File: src/rtl/latency_timer_mc_if.sv
// rtl/latency_timer_mc_if.sv - event, control and readout bundle of the multi-channel latency timer
interface latency_timer_mc_if #(
  parameter int NUM_CH = 2,
  parameter int CNT_W  = 20
);
  logic              enable;
  logic              clear_stats;
  logic [NUM_CH-1:0] frame_sent;
  logic [NUM_CH-1:0] frame_caught;
  logic [2:0]        ch_sel;
  logic [NUM_CH-1:0] meas_done;
  logic [NUM_CH-1:0] busy;
  logic [CNT_W-1:0]  rd_last;
  logic [CNT_W-1:0]  rd_min;
  logic [CNT_W-1:0]  rd_max;
  logic [15:0]       rd_count;
  logic [15:0]       rd_lost;
  logic [CNT_W+15:0] rd_sum;

  modport master (
    output enable, clear_stats, frame_sent, frame_caught, ch_sel,
    input  meas_done, busy, rd_last, rd_min, rd_max, rd_count, rd_lost, rd_sum
  );

  modport slave (
    input  enable, clear_stats, frame_sent, frame_caught, ch_sel,
    output meas_done, busy, rd_last, rd_min, rd_max, rd_count, rd_lost, rd_sum
  );
endinterface

File: src/rtl/latency_timer_mc.sv
// rtl/latency_timer_mc.sv - per-channel frame latency measurement with min/max/sum/count/lost statistics
module latency_timer_mc #(
  parameter int               NUM_CH  = 2,
  parameter int               CNT_W   = 20,
  parameter logic [CNT_W-1:0] TIMEOUT = '1
) (
  input logic               tx_clk,
  input logic               reset_n,
  latency_timer_mc_if.slave bus
);
  typedef enum logic {IDLE, RUN} state_t;

  state_t            state_q [NUM_CH];
  state_t            state_d [NUM_CH];
  logic [CNT_W-1:0]  cnt_q   [NUM_CH];
  logic [CNT_W-1:0]  cnt_d   [NUM_CH];
  logic [NUM_CH-1:0] rec;
  logic [NUM_CH-1:0] tmo;

  logic [CNT_W-1:0]  last_q  [NUM_CH];
  logic [CNT_W-1:0]  min_q   [NUM_CH];
  logic [CNT_W-1:0]  max_q   [NUM_CH];
  logic [15:0]       count_q [NUM_CH];
  logic [15:0]       lost_q  [NUM_CH];
  logic [CNT_W+15:0] sum_q   [NUM_CH];

  logic [CNT_W-1:0]  sel_last, sel_min, sel_max;
  logic [15:0]       sel_count, sel_lost;
  logic [CNT_W+15:0] sel_sum;

  always_ff @(posedge tx_clk) begin
    for (int i = 0; i < NUM_CH; i++) begin
      if (!reset_n) begin
        state_q[i] <= IDLE;
        cnt_q[i]   <= '0;
      end else begin
        state_q[i] <= state_d[i];
        cnt_q[i]   <= cnt_d[i];
      end
    end
  end

  // A catch always wins over the timeout; a catch plus a new start restarts in place.
  always_comb begin
    for (int i = 0; i < NUM_CH; i++) begin
      state_d[i] = state_q[i];
      cnt_d[i]   = cnt_q[i];
      rec[i]     = 1'b0;
      tmo[i]     = 1'b0;
      case (state_q[i])
        IDLE: begin
          if (bus.frame_sent[i] && bus.enable) begin
            state_d[i] = RUN;
            cnt_d[i]   = CNT_W'(1);
          end
        end
        RUN: begin
          cnt_d[i] = (cnt_q[i] == '1) ? cnt_q[i] : cnt_q[i] + 1'b1;
          if (bus.frame_caught[i]) begin
            rec[i] = 1'b1;
            if (bus.frame_sent[i] && bus.enable) cnt_d[i] = CNT_W'(1);
            else                                 state_d[i] = IDLE;
          end else if (cnt_q[i] == TIMEOUT) begin
            tmo[i]     = 1'b1;
            state_d[i] = IDLE;
          end
        end
        default: state_d[i] = IDLE;
      endcase
    end
  end

  always_comb begin
    for (int i = 0; i < NUM_CH; i++) bus.busy[i] = (state_q[i] == RUN);
  end

  // Statistics; a clear in the same cycle as a record or timeout discards that event.
  always_ff @(posedge tx_clk) begin
    for (int i = 0; i < NUM_CH; i++) begin
      if (!reset_n || bus.clear_stats) begin
        last_q[i]  <= '0;
        min_q[i]   <= '1;
        max_q[i]   <= '0;
        count_q[i] <= '0;
        lost_q[i]  <= '0;
        sum_q[i]   <= '0;
      end else begin
        if (rec[i]) begin
          last_q[i]  <= cnt_q[i];
          min_q[i]   <= (cnt_q[i] < min_q[i]) ? cnt_q[i] : min_q[i];
          max_q[i]   <= (cnt_q[i] > max_q[i]) ? cnt_q[i] : max_q[i];
          count_q[i] <= (count_q[i] == 16'hFFFF) ? count_q[i] : count_q[i] + 16'd1;
          sum_q[i]   <= sum_q[i] + {16'd0, cnt_q[i]};
        end
        if (tmo[i]) lost_q[i] <= (lost_q[i] == 16'hFFFF) ? lost_q[i] : lost_q[i] + 16'd1;
      end
    end
  end

  always_ff @(posedge tx_clk) begin
    if (!reset_n) bus.meas_done <= '0;
    else          bus.meas_done <= rec;
  end

  always_comb begin
    sel_last  = '0;
    sel_min   = '0;
    sel_max   = '0;
    sel_count = '0;
    sel_lost  = '0;
    sel_sum   = '0;
    for (int i = 0; i < NUM_CH; i++) begin
      if (bus.ch_sel == 3'(i)) begin
        sel_last  = last_q[i];
        sel_min   = min_q[i];
        sel_max   = max_q[i];
        sel_count = count_q[i];
        sel_lost  = lost_q[i];
        sel_sum   = sum_q[i];
      end
    end
  end

  always_ff @(posedge tx_clk) begin
    if (!reset_n) begin
      bus.rd_last  <= '0;
      bus.rd_min   <= '0;
      bus.rd_max   <= '0;
      bus.rd_count <= '0;
      bus.rd_lost  <= '0;
      bus.rd_sum   <= '0;
    end else begin
      bus.rd_last  <= sel_last;
      bus.rd_min   <= sel_min;
      bus.rd_max   <= sel_max;
      bus.rd_count <= sel_count;
      bus.rd_lost  <= sel_lost;
      bus.rd_sum   <= sel_sum;
    end
  end
endmodule
File: src/flat_wrapper.sv
// flat-port wrapper written by rule: the top's interface ports become plain ports
module latency_timer_mc_flat 
#(
  parameter int               NUM_CH  = 2,
  parameter int               CNT_W   = 20,
  parameter logic [CNT_W-1:0] TIMEOUT = '1
)
  (tx_clk, reset_n, bus_enable, bus_clear_stats, bus_frame_sent, bus_frame_caught, bus_ch_sel, bus_meas_done, bus_busy, bus_rd_last, bus_rd_min, bus_rd_max, bus_rd_count, bus_rd_lost, bus_rd_sum);
  latency_timer_mc_if #(.NUM_CH(NUM_CH), .CNT_W(CNT_W)) bus_i ();
  input logic tx_clk;
  input logic reset_n;
  input wire logic [$bits(bus_i.enable)-1:0] bus_enable;
  input wire logic [$bits(bus_i.clear_stats)-1:0] bus_clear_stats;
  input wire logic [$bits(bus_i.frame_sent)-1:0] bus_frame_sent;
  input wire logic [$bits(bus_i.frame_caught)-1:0] bus_frame_caught;
  input wire logic [$bits(bus_i.ch_sel)-1:0] bus_ch_sel;
  output wire logic [$bits(bus_i.meas_done)-1:0] bus_meas_done;
  output wire logic [$bits(bus_i.busy)-1:0] bus_busy;
  output wire logic [$bits(bus_i.rd_last)-1:0] bus_rd_last;
  output wire logic [$bits(bus_i.rd_min)-1:0] bus_rd_min;
  output wire logic [$bits(bus_i.rd_max)-1:0] bus_rd_max;
  output wire logic [$bits(bus_i.rd_count)-1:0] bus_rd_count;
  output wire logic [$bits(bus_i.rd_lost)-1:0] bus_rd_lost;
  output wire logic [$bits(bus_i.rd_sum)-1:0] bus_rd_sum;
  assign bus_i.enable = bus_enable;
  assign bus_i.clear_stats = bus_clear_stats;
  assign bus_i.frame_sent = bus_frame_sent;
  assign bus_i.frame_caught = bus_frame_caught;
  assign bus_i.ch_sel = bus_ch_sel;
  assign bus_meas_done = bus_i.meas_done;
  assign bus_busy = bus_i.busy;
  assign bus_rd_last = bus_i.rd_last;
  assign bus_rd_min = bus_i.rd_min;
  assign bus_rd_max = bus_i.rd_max;
  assign bus_rd_count = bus_i.rd_count;
  assign bus_rd_lost = bus_i.rd_lost;
  assign bus_rd_sum = bus_i.rd_sum;
  latency_timer_mc #(.NUM_CH(NUM_CH), .CNT_W(CNT_W), .TIMEOUT(TIMEOUT)) u_core (.tx_clk(tx_clk), .reset_n(reset_n), .bus(bus_i));
endmodule
File: config.mk
export PLATFORM = sky130hd
export DESIGN_NAME = latency_timer_mc_flat
export DESIGN_NICKNAME = d
export VERILOG_FILES = /design/src/rtl/latency_timer_mc_if.sv /design/src/rtl/latency_timer_mc.sv /design/src/flat_wrapper.sv
export SDC_FILE = /design/constraint.sdc
export NUM_CORES = 1
export LEC_CHECK = 0
export CAP_MARGIN = 20
export CORE_MARGIN = 5
export CORE_UTILIZATION = 60
export DETAILED_ROUTE_END_ITERATION = 7
export PLACE_DENSITY = 0.84
export REMOVE_ABC_BUFFERS = 1
export SYNTH_ARGS = -nofsm -noshare
export SYNTH_HDL_FRONTEND = slang
export SYNTH_SLANG_ARGS = --single-unit
File: constraint.sdc
create_clock -name tx_clk -period 4.2 [get_ports tx_clk]
set_clock_uncertainty 0.05 [all_clocks]
set_input_delay 0.84 -clock tx_clk [delete_from_list [all_inputs] [get_ports tx_clk]]
set_output_delay 0.84 -clock tx_clk [all_outputs]
set_load 0.05 [all_outputs]
==> metrics.yaml, run 1 <==
initial_core_util: 0.6041
crit_chain: "ha_1, fa_1, a211oi_1, nor2_1, o41ai_4, o32ai_2, a221oi_4, o21ai_4, xnor2_1, nor2_1"
maxCapViolations: 0
grt_max_degree: 129
cts_tree: "built"
placementRows: 69
cts_resized: 0
gr-total-overflow: 0
drtIter0Drc: 1889
crit_buf_inv: 0
nNetsFinal: 2284
crit_path_frequent_cell: "nor2_1"
yosysTopAreaCellShare: 0.3604
ys_warn_count: 0
grt_setup_unrepaired: "no"
fmax_ghz: 0.3004
io_buffers: 142
antenna_found_initial: 1
synth.ff_latch_count: 428
nFillCells: 2539
clkSinkCount: 428
syn_area_per_cell_sq_um: 10.56
grt_use_total: 0.2794
drcViolationCount: 0
end_kind: "flop"
dp_hpwl_mm: 38.42
yosysTopAreaCell: "edfxtp_1"
postPlaceCellArea_sq_um: 23310
multi_input_area_sq_um: 9518
synthFlopType: "edfxtp_1"
wl_per_cell_microns: 21.19
syn_to_final_growth_pct: 16.02
wl_met2_mm: 26.72
place_congestion: 0.9518
fin_setup_tns_ns: 0
clockBufferDepth: 3
viasPerCell: 6.247
synthDistinctLibCells: 80
synth_area_leaders: "edfxtp_1, dfxtp_1, ha_1, a22oi_1, nor2b_1"
fp.dieArea_sq_um: 39420
critPathKind: "flop to flop"
holdBufCountCts: 0
cpMaxStageDelayCell: "o41ai_4"
fin_area_sq_um: 24750
start_kind: "flop"
critical-path-top-delay-family: "compound AO/OA/AOI/OAI gates"
post-cts-setup-buffers: 0
period_needed_ns: 3.329
die_w_microns: 198.5
drt_pass1_iterations: 6
htree_levels: 2
synth_area_sq_um: 21330
powerDensity_nw_per_um2: 370.9
synth_edf_count: 256
synth_async_sr_flop_share: 0
seq_area_sq_um: 11130
setup_viol: 0
slew_viol_final: 0
routed_wl_mm: 56.02
ant_nets: 0
cp_max_fo: 7
wl_met3_mm: 4.945
power.leakage_nw: 9.651
hold_path_class: "flop to flop"
core_area_sq_um: 35310
tightest_slew_ns: 0.9971
io_pins: 143
cts.clk_slew.worst_paths_ns: 0.06
outcome: "finished clean"
fin_hold_ws_ns: 0.4615
vias: 16510
grt_pass1_wl_mm: 87.93
die_y_microns: 198.5
ir_worst_vdd_uv: 336.3
slew_headroom: 0.3265
maxUsedRoutingLayer: "met4"
ctsRootBufferMaster: "clkbuf_16"
required_ns: 4.43
grt_pass1_vias: 16260
period_share: 0.7926
slowest_delay_ns: 0.47
ys_seq_area_frac: 0.5219
worst_skew_pair.late_latency_ns: 0.56
wl_met1_mm: 22.87
synthCells: 2019
finalHoldViolCount: 0
numCtsBuffers: 44
drive_above_1_share: 0.06465
worstPathArrival_ns: 3.56
[cell type report]
class,instances,share of cell area
antenna,1,0.0001011
clock buffer,56,0.05097
clock inverter,24,0.005916
inverter,97,0.01471
multi-input combinational,1398,0.3846
sequential,428,0.4498
tap,461,0.02331
timing repair buffer,178,0.07058
[flip-flops by register name, indices dropped and copies added, names as in the netlist]
register	flops
u_core.sum_q	72
u_core.cnt_q	40
u_core.max_q	40
u_core.min_q	40
u_core.state_q	2
u_core.bus.rd_count	16
u_core.bus.rd_sum	36
u_core.bus.meas_done	2
u_core.lost_q	32
u_core.count_q	32
u_core.last_q	40
u_core.bus.rd_max	20
u_core.bus.rd_lost	16
u_core.bus.rd_last	20
u_core.bus.rd_min	20
[cell families after synthesis]
logic type	share of synthesized area
AND/OR/NAND/NOR	0.1803
multiplexers	0.0009386
flip-flops	0.5219
buffers and inverters	0.03461
adder cells (fa/ha/maj)	0.07462
AO/OA/AOI/OAI	0.1483
XOR/XNOR	0.03942
[per-layer routing]
layer	up-vias	global-route usage
met4	0	0.08967
met1	7961	0.3855
met2	820	0.4569
met5	-	0
met3	111	0.04590
li1	7619	-
[layout by cell type, fill, tap and decap left out, drive strengths merged, types with 78 or more instances in the layout]
cell type and n:
edfxtp 256, a21oi 78, dfxtp 172, nor2 171
ha 124, a22oi 130, nand2 91, inv 99
clkdlybuf4s50 141, o21ai 82, nor2b 144
[power breakdown]
group	total (mW)	internal (mW)	switching [mW]
combinational	0.648	0.217	0.431
sequential	4.71	4.59	0.122
clock	3.82	2.19	1.63
[final timing paths]
path	from	endpoint	slack, ns	cells past startpoint
worst min-delay path	u_core.last_q[0][8]	u_core.bus.rd_last[8]	0.46	2
worst max register to register	u_core.sum_q[0][0]	u_core.sum_q[0][28]	0.87	10
worst max-delay path	u_core.sum_q[0][0]	u_core.sum_q[0][28]	0.87	10
worst min register to register	u_core.last_q[0][8]	u_core.bus.rd_last[8]	0.46	2
[worst min-delay path, stage by stage (launching register included)]
cell and delay [ns]:
edfxtp_1 0.32, a22oi_1 0.06, nor2b_1 0.10
[metrics by stage]
step | cells | utilization | setup WS (ns) | power, mW
after floorplan | 1923 | - | -4.544 | 5.175
after global placement | 2561 | 0.6601 | 0.9615 | 5.411
after detailed placement | 2561 | 0.6601 | 0.8242 | 5.431
after CTS | 2641 | 0.7000 | 0.8741 | 9.195
after global routing | 2643 | 0.7008 | 0.7112 | 9.464
final | 2643 | 0.7008 | 0.8709 | 9.178
[cell usage after synthesis, types with 13 or more instances]
| cell type | instances |
|---|---|
| a211oi_1 | 18 |
| a21o_1 | 37 |
| a21oi_1 | 77 |
| a22oi_1 | 129 |
| a31oi_1 | 20 |
| and2_1 | 57 |
| and3_1 | 34 |
| clkbuf_1 | 81 |
| dfxtp_1 | 172 |
| edfxtp_1 | 256 |
| ha_1 | 124 |
| inv_1 | 97 |
| nand2_1 | 91 |
| nand3_1 | 66 |
| nand4_1 | 44 |
| nor2_1 | 170 |
| nor2b_1 | 144 |
| nor3_1 | 22 |
| o21a_1 | 13 |
| o21ai_0 | 69 |
| or3_1 | 54 |
| xnor2_1 | 39 |
| xor2_1 | 57 |
Power figures use the tool's default switching activity.
==> run 2: changes to the inputs <==
CORE_UTILIZATION = 54   (was 60)
PLACE_DENSITY = 0.8   (was 0.84)
clock period = 2.94 ns   (was 4.2 ns; I/O delays follow)
==> metrics.yaml, run 2 (synthesized netlist as in run 1, its figures left out) <==
outcome: "finished clean"  # unchanged
nFillCells: 2899  # was 2539
dp_hpwl_mm: 40.34  # was 38.42 mm
numCtsBuffers: 46  # was 44
tightest_slew_ns: 0.6894  # was 0.9971 ns
fmax_ghz: 0.3470  # was 0.3004 GHz
fin_setup_tns_ns: 0  # unchanged
viasPerCell: 5.987  # was 6.247
required_ns: 3.22  # was 4.43 ns
syn_to_final_growth_pct: 20.67  # was 16.02%
hold_end: "u_core.bus.rd_last[4]"  # was u_core.bus.rd_last[8]
post-place-cells: 2690  # was 2561
power.leakage_nw: 10.18  # was 9.651 nW
period_needed_ns: 2.882  # was 3.329 ns
slew_viol_final: 0  # unchanged
finalHoldViolCount: 0  # unchanged
cpMaxStageDelayCell: "edfxtp_1"  # was o41ai_4
slowest_delay_ns: 0.41  # was 0.47 ns
layout.cells.non_filler: 2787  # was 2643
ant_nets: 0  # unchanged
worst_skew_pair.late_latency_ns: 0.58  # was 0.56 ns
grt_pass1_vias: 16450  # was 16260
fp.dieArea_sq_um: 43570  # was 39420 sq um
critPathKind: "flop to flop"  # unchanged
hold_path_class: "flop to flop"  # unchanged
start_kind: "flop"  # unchanged
powerDensity_nw_per_um2: 528.7  # was 370.9 nW/um^2
layout_commonest_cell: "edfxtp_1"  # unchanged
seqPwrFrac: 0.493  # was 0.513
largest-register: "u_core.sum_q"  # unchanged
end_kind: "flop"  # unchanged
clockBufferDepth: 3  # unchanged
htree_levels: 2  # unchanged
core_area_sq_um: 38830  # was 35310 sq um
die_w_microns: 208.7  # was 198.5 microns
grt_max_degree: 73  # was 129
p_sw_mw: 3.209  # was 2.187 mW
drcViolationCount: 0  # unchanged
antenna_found_initial: 1  # unchanged
drtIter0Drc: 1620  # was 1889
pwr-share-comb: 0.073  # was 0.071
rr_worst_depth: 11  # was 10
grt_use_total: 0.2507  # was 0.2794
io_pins: 143  # unchanged
wl_per_cell_microns: 20.36  # was 21.19 microns
routed_wl_mm: 56.74  # was 56.02 mm
holdPathStages: 2  # unchanged
fin_ws_ns: 0.05808  # was 0.8709 ns
setup_viol: 0  # unchanged
cp_max_fo: 7  # unchanged
cts.clk_slew.worst_paths_ns: 0.06  # about the same
die_y_microns: 208.7  # was 198.5 microns
maxCapViolations: 0  # unchanged
final_cell_mix: "edfxtp_1, nor2_1, dfxtp_1"  # was edfxtp_1, dfxtp_1, nor2_1
place_ws_ns: -0.1738  # was 0.8242 ns
vias: 16690  # was 16510
cts_tree: "built"  # unchanged
place_congestion: 0.9895  # was 0.9518
min_from: "u_core.last_q[0][4]"  # was u_core.last_q[0][8]
ctsRootBufferMaster: "clkbuf_16"  # unchanged
initial_core_util: 0.5493  # was 0.6041
total_power_mw: 13.61  # was 9.178 mW
drive_above_1_share: 0.1076  # was 0.06465
r2r_slack_ns: 0.06  # was 0.87 ns
netSwitchingFraction: 0.2358  # was 0.2383
grt_setup_unrepaired: "yes"  # was no
p_clk_frac: 0.434  # was 0.416
drt_pass1_iterations: 5  # was 6
ir_worst_vdd_uv: 431.6  # was 336.3 uV
grt_pass1_wl_mm: 89.36  # was 87.93 mm
crit_buf_inv: 2  # was 0
largest_reg_flops: 72  # unchanged
worstPathArrival_ns: 3.16  # was 3.56 ns
clkSinkCount: 428  # unchanged
placementRows: 72  # was 69
critical-path-top-delay-family: "compound AO/OA/AOI/OAI gates"  # unchanged
crit_chain: "ha_1, o21ai_0, nor2_2, o41ai_4, buf_4, o32ai_4, a221oi_4, buf_6, o21ai_4, a31oi_1, a41o_1"  # was ha_1, fa_1, a211oi_1, nor2_1, o41ai_4, o32ai_2, a221oi_4, o21ai_4, xnor2_1, nor2_1
cellInternalPower_mw: 10.40  # was 6.991 mW
nNetsFinal: 2367  # was 2284
gr-total-overflow: 0  # unchanged
period_share: 0.9802  # was 0.7926
reg2reg_from: "u_core.sum_q[0][3]"  # was u_core.sum_q[0][0]
slew_headroom: 0.5395  # was 0.3265
io_buffers: 142  # unchanged
r2r-end: "u_core.sum_q[0][34]"  # was u_core.sum_q[0][28]
==> run 2: cell count changes in the layout (fill, tap and decap cells not counted), moves of 2 or more <==
cell       previous run  this run
buf_4                33       105
buf_12                3        11
clkbuf_16            48        54
clkinv_1              9         4
clkinv_2              9        13
a21oi_1              77        74
a21oi_2               0         3
dfxtp_1             172       169
dfxtp_2               0         3
buf_6                 0         2
ha_1                124       122
==> run 2: how the worst max path moves through the flow <==
| stage | start | end | slack (ns) | cells past startpoint |
|---|---|---|---|---|
| 6_report | u_core.sum_q[0][3] | u_core.sum_q[0][34] | 0.06 | 11 |
| 5_1_grt | u_core.sum_q[0][4] | u_core.sum_q[0][34] | -0.03 | 11 |
| 4_1_cts | u_core.sum_q[0][0] | u_core.sum_q[0][34] | 0.002 | 11 |
| 3_5_place_dp | u_core.sum_q[0][0] | u_core.sum_q[0][34] | -0.17 | 10 |
| 3_3_place_gp | u_core.sum_q[0][0] | u_core.sum_q[0][30] | -0.11 | 10 |
| 2_1_floorplan | bus_ch_sel[1] | u_core.bus.rd_count[0] | -5.55 | 3 |
==> run 2: stage by stage <==
step	cell area (sq um)	utilization	hold slack (ns)
2_1_floorplan	20960	-	0.4310
3_3_place_gp	24010	0.6183	0.4470
3_5_place_dp	24010	0.6183	0.4447
4_1_cts	25610	0.6595	0.4574
5_1_grt	25740	0.6629	0.4945
6_report	25740	0.6629	0.4563
==> run 2: per-layer routing <==
layer	wire length, microns	part of all wire	GRT usage	up-vias
li1	-	-	-	7788
met1	23640	0.42	0.3449	8025
met2	26750	0.47	0.4072	731
met3	4221	0.074	0.03734	142
met4	2131	0.038	0.09001	0
met5	0	0	0	-
==> run 2: power groups by stage <==
| stage | registers [mW] | logic [mW] | clock network [mW] |
|---|---|---|---|
| after floorplan | 6.94 | 0.452 | 0 |
| after global placement | 6.82 | 0.951 | 0 |
| after global routing | 6.74 | 1.06 | 6.26 |
| after CTS | 6.71 | 0.981 | 5.99 |
| final | 6.71 | 0.990 | 5.90 |
| after detailed placement | 6.84 | 0.971 | 0 |
==> run 2: layout make-up <==
cell class	count	area, sq um	area share
diodes	1	2.502	0.00009722
flip-flops and latches	428	11130	0.4326
multi-input cells	1398	9577	0.3721
inverters	97	364.1	0.01415
repair buffers	259	2442	0.09489
well taps	518	648.1	0.02518
clock inverters	22	141.4	0.005493
clock buffers	64	1429	0.05552
==> run 2: worst min-delay path, cell delays in order, from the launching register on <==
cell	delay, ns
edfxtp_1	0.32
a22oi_1	0.06
nor2b_1	0.10
==> run 2: repair_timing <==
action | in CTS | in global routing
hold buffers | 0 | 0
resized for setup | 4 | 14
hold endpoints to repair | 0 | 0
setup buffers | 1 | 8
endpoints found under the setup margin | 8 | 28
pin swaps | 1 | 11
gates cloned | 0 | 1
==> variant (flow settings as in run 2) <==
`NUM_CH` is set to 2 in 3 places; all go to 4.
--- a/src/rtl/latency_timer_mc_if.sv
+++ b/src/rtl/latency_timer_mc_if.sv
@@ -1,6 +1,6 @@
 // rtl/latency_timer_mc_if.sv - event, control and readout bundle of the multi-channel latency timer
 interface latency_timer_mc_if #(
-  parameter int NUM_CH = 2,
+  parameter int NUM_CH = 4,
   parameter int CNT_W  = 20
 );
   logic              enable;
--- a/src/rtl/latency_timer_mc.sv
+++ b/src/rtl/latency_timer_mc.sv
@@ -1,6 +1,6 @@
 // rtl/latency_timer_mc.sv - per-channel frame latency measurement with min/max/sum/count/lost statistics
 module latency_timer_mc #(
-  parameter int               NUM_CH  = 2,
+  parameter int               NUM_CH  = 4,
   parameter int               CNT_W   = 20,
   parameter logic [CNT_W-1:0] TIMEOUT = '1
 ) (
--- a/src/flat_wrapper.sv
+++ b/src/flat_wrapper.sv
@@ -1,7 +1,7 @@
 // flat-port wrapper written by rule: the top's interface ports become plain ports
 module latency_timer_mc_flat 
 #(
-  parameter int               NUM_CH  = 2,
+  parameter int               NUM_CH  = 4,
   parameter int               CNT_W   = 20,
   parameter logic [CNT_W-1:0] TIMEOUT = '1
 )
Interface: changed (resized bus_busy, bus_frame_caught, bus_frame_sent and bus_meas_done); port bits go from 143 to 151. No check against the original RTL was run, so the function may have changed too.
==> variant against run 2 <==
  * Total power is 76% higher
  * Sequential cell count increased by 300
  * First-iteration DRC count rose to 2.6 times the old value
  * Critical endpoint is now u_core.sum_q[2][35]$_SDFFCE_PN0P_
  * Worst setup slack got worse by 36 ps
  * Clock power up 73%
  * Via count up 100%
  * Wire length is 120% higher
  * Cell count up 88%
  * Synthesized area is 85% higher
  * Die area increased by 80%
  * Cell area is 80% higher
  * Highest routed layer unchanged
  * Global-route usage grew 5.7 points
==> variant: results (changes against run 2) <==
slowest_delay_ps: 510  # was 410 ps
antenna_found_initial: 2  # was 1
use_met1_pct: 41.8  # was 34.5%
status: "finished, final reports clean"  # unchanged
dp.cells: 5077  # was 2690
largest_reg_flops: 144  # was 72
ys_seq_area_share_pct: 50.0  # was 52.2%
tightest_slew_ps: 736  # was 689 ps
grt_pass1_vias: 31600  # was 16500
wl_met1_um: 49000  # was 23600 um
via_count: 33400  # was 16700
met2_usage_pct: 47.2  # was 40.7%
insertion_delay_ps: 650  # was 580 ps
synth_fa_ha_area_share_pct: 8.08  # was 7.46%
ys_types: 86  # was 80
cts_made_buffers: 79  # was 46
synth_edf_count: 512  # was 256
synth.area.mux_share_pct: 0.743  # was 0.0939%
drt_pass1_iterations: 6  # was 5
place_congestion: 1.05  # was 0.990
io_buffers: 150  # was 142
htree_levels: 3  # was 2
met3_usage_pct: 5.27  # was 3.73%
synth_common_cells: "edfxtp_1, nor2_1, a21oi_1, ha_1, nand2_1"  # was edfxtp_1, dfxtp_1, nor2_1, nor2b_1, a22oi_1
routed_wirelength_um: 125000  # was 56700 um
drtIter0Drc: 4134  # was 1620
grt_use_total_pct: 30.7  # was 25.1%
==> variant: stage by stage <==
stage          setup slack, ps  cell area, sq um
6_report                  22.3             46500
5_1_grt                  -8.15             46500
4_1_cts                   3.51             46300
3_3_place_gp              -106             43700
3_5_place_dp              -183             43700
2_1_floorplan            -4560             38700
==> variant: power by group through the flow <==
stage	Clock (W)	Combinational (W)	Sequential, W
after floorplan	0	0.000866	0.0121
after global placement	0	0.00192	0.0119
after detailed placement	0	0.00195	0.0119
after CTS	0.0103	0.00196	0.0117
after global routing	0.0107	0.00213	0.0118
final	0.0102	0.00201	0.0117
==> variant: area by class of cell <==
class                           count  area, sq um  share of cell area [%]
Sequential cell                   728        19700                    42.4
Multi-Input combinational cell   2786        18400                    39.6
Timing Repair Buffer              400         3730                    8.03
Clock buffer                      106         2290                    4.92
Tap cell                          959         1200                    2.58
Inverter                          210          793                    1.71
Clock inverter                     41          360                   0.776
==> variant: what timing repair did <==
item / 4_1_cts / 5_1_grt
buffers inserted: 0 / 4
resized for setup: 4 / 27
setup endpoints to repair: 27 / 99
pin swaps: 0 / 8
==> variant: final timing paths <==
path | start | end | slack [ps] | cells after the start
worst max-delay path | u_core.sum_q[2][1]$_SDFFCE_PN0P_ | u_core.sum_q[2][35]$_SDFFCE_PN0P_ | 20 | 8
worst min-delay path | u_core.last_q[2][8]$_DFFE_PP_ | u_core.bus.rd_last[8]$_SDFF_PN0_ | 480 | 2
worst max register to register | u_core.sum_q[2][1]$_SDFFCE_PN0P_ | u_core.sum_q[2][35]$_SDFFCE_PN0P_ | 20 | 8
worst min register to register | u_core.last_q[2][8]$_DFFE_PP_ | u_core.bus.rd_last[8]$_SDFF_PN0_ | 480 | 2
